===== src/rtl/alu_div_pkg.sv =====
// rtl/alu_div_pkg.sv - shared state encoding and default width for the sequential divider
package alu_div_pkg;

  typedef enum logic [1:0] {
    IDLE = 2'd0,
    BUSY = 2'd1,
    DONE = 2'd2
  } div_state_e;

  localparam int DIV_WIDTH = 16;

endpackage


===== src/rtl/div_step.sv =====
// rtl/div_step.sv - one restoring-division iteration: shift in a dividend bit,
// trial-subtract the divisor through a ripple-carry chain, restore on borrow
module div_step #(
  parameter int WIDTH = 16
) (
  input  logic [WIDTH-1:0] r,
  input  logic             q_msb,
  input  logic [WIDTH-1:0] d,
  output logic [WIDTH-1:0] r_next,
  output logic             q_bit
);

  logic [WIDTH:0] a;
  logic [WIDTH:0] b;
  logic [WIDTH:0] t;
  logic [WIDTH:0] c;

  assign a    = {r, q_msb};
  assign b    = ~{1'b0, d};
  assign c[0] = 1'b1;

  for (genvar i = 0; i <= WIDTH; i++) begin : g_fa
    assign t[i] = a[i] ^ b[i] ^ c[i];
    if (i < WIDTH) begin : g_carry
      assign c[i+1] = (a[i] & b[i]) | (c[i] & (a[i] ^ b[i]));
    end
  end

  // The kept remainder is always below the divisor, so its top bit is zero
  // and only WIDTH bits need to be returned.
  assign q_bit  = ~t[WIDTH];
  assign r_next = q_bit ? t[WIDTH-1:0] : a[WIDTH-1:0];

endmodule


===== src/rtl/seq_divider_16.sv =====
// rtl/seq_divider_16.sv - multi-cycle unsigned DIV/MOD unit, one quotient bit per clock
module seq_divider_16
  import alu_div_pkg::*;
#(
  parameter int WIDTH = DIV_WIDTH
) (
  input  logic             clk,
  input  logic             rst,
  input  logic             start_valid,
  output logic             start_ready,
  input  logic [WIDTH-1:0] dividend,
  input  logic [WIDTH-1:0] divisor,
  output logic             done_valid,
  input  logic             done_ready,
  output logic [WIDTH-1:0] quotient,
  output logic [WIDTH-1:0] remainder,
  output logic             div_by_zero
);

  localparam int CNT_W = $clog2(WIDTH + 1);

  div_state_e       state;
  logic [WIDTH-1:0] d_reg;
  logic [WIDTH-1:0] q_reg;
  logic [WIDTH-1:0] r_reg;
  logic [CNT_W-1:0] count;
  logic [WIDTH-1:0] r_step;
  logic             q_bit;
  logic [WIDTH-1:0] q_next;

  div_step #(.WIDTH(WIDTH)) u_step (
    .r      (r_reg),
    .q_msb  (q_reg[WIDTH-1]),
    .d      (d_reg),
    .r_next (r_step),
    .q_bit  (q_bit)
  );

  assign q_next = {q_reg[WIDTH-2:0], q_bit};

  always_ff @(posedge clk) begin
    if (rst) begin
      state       <= IDLE;
      start_ready <= 1'b1;
      done_valid  <= 1'b0;
      quotient    <= '0;
      remainder   <= '0;
      div_by_zero <= 1'b0;
      count       <= '0;
      d_reg       <= '0;
      q_reg       <= '0;
      r_reg       <= '0;
    end else begin
      case (state)
        IDLE: begin
          if (start_valid) begin
            d_reg       <= divisor;
            q_reg       <= dividend;
            r_reg       <= '0;
            count       <= '0;
            div_by_zero <= (divisor == '0);
            start_ready <= 1'b0;
            state       <= BUSY;
          end
        end
        BUSY: begin
          r_reg <= r_step;
          q_reg <= q_next;
          count <= count + CNT_W'(1);
          // Results are captured from the final step directly, so they are
          // valid on the same edge that raises done_valid.
          if (count == CNT_W'(WIDTH - 1)) begin
            quotient   <= q_next;
            remainder  <= r_step;
            done_valid <= 1'b1;
            state      <= DONE;
          end
        end
        DONE: begin
          if (done_ready) begin
            done_valid  <= 1'b0;
            start_ready <= 1'b1;
            state       <= IDLE;
          end
        end
        default: begin
          done_valid  <= 1'b0;
          start_ready <= 1'b1;
          state       <= IDLE;
        end
      endcase
    end
  end

endmodule


===== config.mk =====
export PLATFORM = sky130hd
export DESIGN_NAME = seq_divider_16
export DESIGN_NICKNAME = d
export VERILOG_FILES = /design/src/rtl/alu_div_pkg.sv /design/src/rtl/div_step.sv /design/src/rtl/seq_divider_16.sv
export SDC_FILE = /design/constraint.sdc
export NUM_CORES = 1
export LEC_CHECK = 0
export ABC_AREA = 1
export CORE_MARGIN = 8
export CORE_UTILIZATION = 38
export DETAILED_ROUTE_END_ITERATION = 8
export PLACE_DENSITY = 0.61
export SLEW_MARGIN = 20
export SYNTH_ARGS = -nofsm -noshare
export SYNTH_HDL_FRONTEND = slang
export SYNTH_SLANG_ARGS = --single-unit

===== constraint.sdc =====
create_clock -name clk -period 17 [get_ports clk]
set_input_delay 3.4 -clock clk [delete_from_list [all_inputs] [get_ports clk]]
set_output_delay 3.4 -clock clk [all_outputs]
set_load 0.05 [all_outputs]

==> summary.md <==
| Metric | Value |
|---|---|
| Outcome | completed |
| Asr flop ratio synth | 0 |
| Core ar. | 11300 µm² |
| Setup TNS | 0 ns |
| Residual DRC count | 0 |
| Final setup viols | 0 |
| Yosys synthesis warning count | 0 |
| Syn Area/Cell | 7.04 µm² |
| Antenna-violating nets left | 0 |
| R2R Setup Slk | 9.38 ns |
| Post-DP Area | 5060 µm² |
| Antenna violations before repair | 0 |
| Share of cells above drive strength 1 | 0.0448 |
| Clk slew on worst S/H paths | 0.07 ns |
| Area of the multi-input gates | 2000 µm² |
| Post-synth cell types | 22 |
| Antenna diodes | 0 |
| Final period util | 0.448 |
| Area Growth Syn to Fin | 24.5% |
| Most common cell after layout, fill and taps aside | nand2_1 |
| Number of I/O pins | 71 |
| Number of global-route vias before repair | 3593 |
| CTS root buf | clkbuf_16 |
| Chip width | 123 µm |
| Most frequent cells in the layout | nand2_1, dfxtp_1, inv_1 |
| Gr usage total | 0.140 |
| Place WS | 9.39 ns |
| Worst Setup Start Kind | register |
| Most used DFF post-synth | dfxtp_1 |
| Total CTS buffers | 9 |
| Vias | 3825 |
| Synth Instances | 615 |
| DP HPWL | 7220 µm |
| Slew HR | 0.488 |
| Post-CTS Hold Buffers | 0 |
| Peak supply drop | 0.0000512 V |
| Fin. Hold Viols | 0 |
| Critical path arrival | 7.85 ns |
| CTS tree | yes |
| Max-slew violations | 0 |
| Gr ovfl total | 0 |
| Final Critical Period | 7.62 ns |
| Clock Latency Late Sink | 0.34 ns |
| Setup CP Type | reg -> reg |
| Drt wl/cell | 12.8 µm |
| Post-CTS Setup Inserts | 0 |
| Seq/Total Area, Yosys | 0.416 |
| CP endpoint kind | register |
| Hold_ws | 0.460 ns |
| Layout Nets | 718 |
| EDFF count, synth | 0 |
| Max-Cap Viols | 0 |
| Register Area | 1800 µm² |
| Post-CTS sizing | 0 |
| Die ar. | 15100 µm² |
| Pre-antenna DRT Iters | 5 |
| Setup ws final | 9.38 ns |
| Gp weighted congestion | 0.789 |
| Clock sink count | 90 |
| Max frequency | 0.131 GHz |
| Worst-Margin Slew | 0.767 ns |
| Worst Path Required | 17.23 ns |
| Longest Clk Path Bufs | 2 |
| Htree depth | 3 |
| First-pass GRT wire length | 17200 µm |
| Row count | 39 |
| Final WL | 10400 µm |
| Initial core utilization | 0.384 |
| Largest net degree at the start of global routing | 55 |
| Power Density | 103 nW/µm² |
| Seq cells post-synth | 90 |
| Die Height | 123 µm |
| Clk_skew | 0.00837 ns |
| PortBufs | 70 |
| Via density per instance | 4.71 |
| Hold crit path type | reg -> reg |
| Initial drt markers | 225 |
| CP Max Fanout | 49 |
| RSZ-0062 raised after global routing | no |
| Filler instances | 1137 |
| Design area | 5390 µm² |
| Cell Area, Synth | 4330 µm² |
| LEAKAGE | 0.00225 µW |
| Mapped Nets | 669 |
worst max-delay path, cell delays in order, from the launching register on:
cell,delay (ns)
dfxtp_1,0.31
inv_1,0.09
ha_1,0.15
inv_1,0.05
fa_1,0.38
fa_1,0.39
fa_1,0.39
fa_1,0.40
fa_1,0.39
fa_1,0.39
fa_1,0.40
fa_1,0.40
fa_1,0.40
fa_1,0.40
fa_1,0.39
fa_1,0.39
fa_1,0.39
fa_1,0.39
fa_1,0.40
inv_1,0.10
nand2_1,0.06
nand2_1,0.05
buf_4,0.36
o21ai_0,0.23
o21ai_1,0.16
inv_1,0.05
synth_stat cells, types with 3 or more instances:
cell | instances | area share
o21ai_0 | 29 | 0.034
inv_1 | 89 | 0.077
fa_1 | 15 | 0.069
a21oi_1 | 73 | 0.084
dfxtp_1 | 90 | 0.42
inv_2 | 5 | 0.0043
o21ai_1 | 39 | 0.045
buf_1 | 3 | 0.0026
nand3_1 | 35 | 0.040
buf_4 | 4 | 0.0069
clkbuf_1 | 14 | 0.012
ha_1 | 3 | 0.0087
nand2_1 | 151 | 0.13
buf_2 | 16 | 0.019
nor2_1 | 42 | 0.036
routing by layer:
| metal | track usage | wire [µm] | up-vias |
|---|---|---|---|
| met3 | 0.0322 | 585 | 13 |
| li1 | - | - | 2021 |
| met4 | 0.0480 | 137 | 0 |
| met1 | 0.190 | 5050 | 1713 |
| met2 | 0.216 | 4650 | 78 |
| met5 | 0 | 0 | - |
final timing paths:
check                    start            end  cells past startpoint
setup / recovery     q_reg[15]  remainder[12]                     25
hold / removal    quotient[14]   quotient[14]                      2
setup reg to reg     q_reg[15]  remainder[12]                     25
hold reg to reg   quotient[14]   quotient[14]                      2
layout make-up:
| type | count | share of cell area |
|---|---|---|
| Multi-Input combinational cell | 394 | 0.371 |
| Sequential cell | 90 | 0.334 |
| Timing Repair Buffer | 75 | 0.140 |
| Inverter | 94 | 0.0655 |
| Clock buffer | 9 | 0.0418 |
| Tap cell | 143 | 0.0332 |
| Clock inverter | 7 | 0.0144 |
power breakdown:
group	total [µW]	switching, µW	internal [µW]
clock network	202	86.2	115
registers	231	8.99	222
logic	121	78.3	43.2
total	554	173	381
through the flow:
step / power [µW] / util / std cells
finish: 554 / 0.478 / 812
global route: 588 / 0.478 / 812
CTS: 558 / 0.476 / 811
detailed placement: 356 / 0.449 / 795
global placement: 352 / 0.449 / 795
floorplan: 323 / - / 615
logic make-up after synthesis:
| kind of cell | count (synthesis) | share of synthesized area |
|---|---|---|
| and+or+nand+nor | 232 | 0.215 |
| adders and majority gates | 18 | 0.0781 |
| DFF | 90 | 0.416 |
| AOI/OAI and AO/OA | 144 | 0.169 |
| buffers and inverters | 131 | 0.122 |
Power figures use the tool's default switching activity.
==> edit 1 (same settings) <==
The package constant `DIV_WIDTH` goes from 16 to 32.
--- a/src/rtl/alu_div_pkg.sv
+++ b/src/rtl/alu_div_pkg.sv
@@ -9,3 +9,3 @@
 
-  localparam int DIV_WIDTH = 16;
+  localparam int DIV_WIDTH = 32;
 
Interface: changed (resized dividend, divisor, quotient and remainder); port bits go from 71 to 135. No check against the original RTL was run, so the function may have changed too.
==> edit 1 against the unedited design <==
  * Worst setup slack got worse by 4300 ps
  * Sequential cell count increased by 81
  * Sequential power is 90% higher
  * Non-clock buffer count rose by 66
  * Via count up 70%
  * Synthesized area rose by 77%
  * Clock skew rose by 1.5 ps
  * Cell area is 78% higher
  * First-iteration DRC count grew 38%
  * Wire length is 91% higher
  * Global-route usage is 2.5 points higher
  * Power up 89%
  * Critical path depth is 17 higher
  * Critical endpoint is now remainder[29]$_SDFFE_PP0P_
  * Largest cell class is now registers
==> edit 1: results (changes against the unedited design) <==
* Via density at 4.76 (was 4.71)
* Worst clock skew at 9.88 ps (was 8.37 ps)
* TritonCTS Buffers at 17 (was 9)
* Hold depth at 2 (unchanged)
* DRT iter0 DRCs at 310 (was 225)
* Post-cts resize count at 0 (unchanged)
* Count of different cell masters after synthesis at 28 (was 22)
* Drt pass-1 iters at 4 (was 5)
* Power Internal at 0.704 mW (was 0.381 mW)
* Max FO, Critical Path at 66 (was 49)
* Final #Nets at 1181 (was 718)
* FFs w/ async S/R, synth at 0% (unchanged)
* Slowest cell on the critical path: buf_4 (was fa_1)
* DRT Wirelength at 19900 um (was 10400 um)
* DP Worst Slack at 5150 ps (was 9390 ps)
* Count of input and output buffers at 134 (was 70)
* Largest net degree at the start of global routing at 79 (was 55)
* Worst r2r path cells at 42 (was 25)
* Post-synthesis sequential area ratio at 44.7% (was 41.6%)
* Worst skew pair latency at 420 ps (was 340 ps)
* # H-tree levels at 4 (was 3)
* Least-Margin Pin Slew at 1020 ps (was 767 ps)
* GPL Wtd Cong at 0.783 (was 0.789)
* Most frequent cells after synthesis: 171 x dfxtp_1, 160 x inv_1, 155 x o21ai_0 (was 151 x nand2_1, 90 x dfxtp_1, 89 x inv_1)
* Root buffer cell: clkbuf_16 (unchanged)
* Pleak at 3.93 nW (was 2.25 nW)
* Placed Instances at 1331 (was 795)
* Vias in the first global route at 6537 (was 3593)
* Drt wl/cell at 14.6 um (was 12.8 um)
* Synth top area cells: dfxtp_1 45%, o21ai_0 10%, fa_1 8.1% (was dfxtp_1 42%, nand2_1 13%, a21oi_1 8.4%)
* Syn. warnings at 0 (unchanged)
* Syn Area/Cell at 7.79 um^2 (was 7.04 um^2)
* GRT Overall Usage at 16.6% (was 14.0%)
* Post-CTS Setup Inserts at 0 (unchanged)
* Layout cells sized above 1 at 4.94% (was 4.48%)
* Worst VDD drop at 0.0909 mV (was 0.0512 mV)
* Initial antenna violation count at 1 (was 0)
* DP HPWL at 13100 um (was 7220 um)
* Maximum clock path buffer count at 2 (unchanged)
* Fill count at 2018 (was 1137)
* First-pass GRT wire length at 33000 um (was 17200 um)
* Reg clk slew, reported paths at 60 ps
* Data arrival time of the worst path at 12220 ps (was 7850 ps)
* Worst min path class: register to register (unchanged)
* Status: finished, final reports clean (unchanged)
* Mapped Nets at 1084 (was 669)
* Max incr delay on CP at 560 ps (was 400 ps)
-- edit 1: worst paths after layout --
kind | slack, ps | startpoint | to
max | 5060 | q_reg[31]$_SDFFE_PP0P_ | remainder[29]$_SDFFE_PP0P_
min | 440 | q_reg[29]$_SDFFE_PP0P_ | q_reg[29]$_SDFFE_PP0P_
max reg2reg | 5060 | q_reg[31]$_SDFFE_PP0P_ | remainder[29]$_SDFFE_PP0P_
min reg2reg | 440 | q_reg[29]$_SDFFE_PP0P_ | q_reg[29]$_SDFFE_PP0P_
-- edit 1: logic make-up after synthesis --
group / after synthesis / share of synthesized area (%)
adder cells (fa/ha/maj): 33 / 8.43
buffers and inverters: 233 / 12.7
AO/OA/AOI/OAI: 313 / 22.1
flip-flops: 171 / 44.7
AND/OR/NAND/NOR: 233 / 12.1
-- edit 1: critical path: cells and delay by family, from the launching register on --
| family | cells | cell delay (ps) |
|---|---|---|
| flip-flops | 1 | 340 |
| AND/OR/NAND/NOR | 5 | 750 |
| AO/OA/AOI/OAI | 2 | 230 |
| adder cells (fa/ha/maj) | 32 | 9750 |
| buffers and inverters | 3 | 700 |
-- edit 1: stage by stage --
stage / hold WS, ps / cell area, um^2
after detailed placement: 431 / 9060
after global routing: 462 / 9590
after floorplan: 420 / 7660
after global placement: 428 / 9060
after CTS: 442 / 9590
final: 439 / 9590
-- edit 1: power by group through the flow --
stage	Clock, mW	Sequential, mW	Combinational [mW]
floorplan	0	0.446	0.196
global placement	0	0.449	0.248
detailed placement	0	0.449	0.253
CTS	0.362	0.441	0.257
global route	0.381	0.444	0.297
finish	0.353	0.440	0.254
-- edit 1: area by class of cell --
type                    count  area, um^2  area share (%)
repair buffers            141        1390            14.5
inverters                 170         641            6.68
well taps                 270         338            3.52
clock buffers              18         429            4.48
clock inverters            14         100            1.04
multi-input cells         579        3270            34.1
flip-flops and latches    171        3420            35.7
diodes                      1        2.50          0.0261
-- edit 1: routing by layer --
layer	global-route usage, %	up-vias	part of all wire, %	wire (um)
li1	-	3338	-	-
met2	26.6	136	45	8950
met3	7.13	14	9.0	1790
met1	20.1	2998	45	9010
met5	0	-	0.065	13
met4	4.22	2	0.81	162
==> edit 2 (same settings) <==
Without the edit above. Encoding of `div_state_e`: now one-hot (3 bits for 3 states).
--- a/src/rtl/alu_div_pkg.sv
+++ b/src/rtl/alu_div_pkg.sv
@@ -3,6 +3,6 @@
 
-  typedef enum logic [1:0] {
-    IDLE = 2'd0,
-    BUSY = 2'd1,
-    DONE = 2'd2
+  typedef enum logic [2:0] {
+    IDLE = 3'b001,
+    BUSY = 3'b010,
+    DONE = 3'b100
   } div_state_e;
Function: same outputs for any inputs over 10 cycles, from zero or initial values and one cycle with rst high; not proved beyond that.
==> edit 2 against the unedited design <==
  * Synthesized area down 2.4%
  * Worst setup slack worse by 79 ps
  * Largest power group unchanged
  * Critical endpoint is now r_reg[8]$_SDFFE_PP0P_
  * Sequential cell count is 1 higher
  * Critical path depth down 1
  * Largest cell class unchanged
  * Power down 13%
  * Via count down 2.2%
  * Wire length increased by 1.4%
  * Clock power decreased by 15%
  * Synthesized cell count down 6.0%
  * Non-clock buffer count down 1
  * Cell area shrank 3.5%
==> edit 2: results (changes against the unedited design) <==
* GRT Overall Usage at 14.4% (was 14.0%)
* Via count at 3742 (was 3825)
* Mapped Nets at 632 (was 669)
* Placed Instances at 758 (was 795)
* Fill count at 1090 (was 1137)
* Status: finished, final reports clean (unchanged)
* Post-synthesis sequential area ratio at 43.1% (was 41.6%)
* Hold_sp: start_ready$_SDFFE_PP1P_ (was quotient[14]$_SDFFE_PP0P_)
* DP Worst Slack at 9400 ps (was 9390 ps)
* Data arrival time of the worst path at 7900 ps (was 7850 ps)
* Final #Nets at 683 (was 718)
* Complex-gate fraction of the synthesized area at 12.6% (was 16.9%)
* Count of different cell masters after synthesis at 20 (was 22)
* Fin crit share at 45.3% (was 44.8%)
* DRT iter0 DRCs at 279 (was 225)
* Min Hold Slack at 461 ps (was 460 ps)
* Reg clk slew, reported paths at 90 ps (was 70 ps)
* Slowest cell on the critical path: nand2_1 (was fa_1)
* Worst clock skew at 13.7 ps (was 8.37 ps)
* DRT Wirelength at 10600 um (was 10400 um)
* Max FO, Critical Path at 17 (was 49)
* Most frequent cells after synthesis: 108 x nand2_1, 91 x dfxtp_1, 91 x nand3_1 (was 151 x nand2_1, 90 x dfxtp_1, 89 x inv_1)
* Root buffer cell: clkbuf_8 (was clkbuf_16)
* Hold EP: start_ready$_SDFFE_PP1P_ (was quotient[14]$_SDFFE_PP0P_)
* Drt pass-1 iters at 4 (was 5)
* Pleak at 2.11 nW (was 2.25 nW)
* Crit. path cell count at 24 (was 25)
* Synth top area cells: dfxtp_1 43%, nand3_1 11%, nand2_1 9.6% (was dfxtp_1 42%, nand2_1 13%, a21oi_1 8.4%)
* Via density at 4.83 (was 4.71)
* Largest net degree at the start of global routing at 72 (was 55)
* Least-Margin Pin Slew at 1030 ps (was 767 ps)
* Cells after Synth at 578 (was 615)
* DP HPWL at 7000 um (was 7220 um)
## edit 2: final cells by class
class	instances	area, um^2	share of cell area [%]
inverter	77	289	5.56
clock buffer	10	138	2.65
multi-input combinational	376	1950	37.5
timing repair buffer	74	731	14.0
clock inverter	6	96.3	1.85
sequential	91	1820	35.0
tap	140	175	3.37
## edit 2: metal layers
metal  share of wire, %  routed length [um]  track usage (%)
met4               0.97                 103             5.78
met5                  0                   0                0
met1                 46                4830             17.4
met3                3.7                 396             2.56
met2                 50                5240             24.8
## edit 2: power groups by stage
stage / clock [mW] / sequential, mW / combinational, mW
6_report: 0.171 / 0.226 / 0.0828
5_1_grt: 0.184 / 0.227 / 0.0957
4_1_cts: 0.175 / 0.226 / 0.0833
3_5_place_dp: 0 / 0.231 / 0.0822
3_3_place_gp: 0 / 0.231 / 0.0806
2_1_floorplan: 0 / 0.233 / 0.0572
## edit 2: kinds of logic after synthesis
family                     Yosys count
and+or+nand+nor                    252
AOI/OAI and AO/OA                  106
buffers and inverters              111
adders and majority gates           18
DFF                                 91
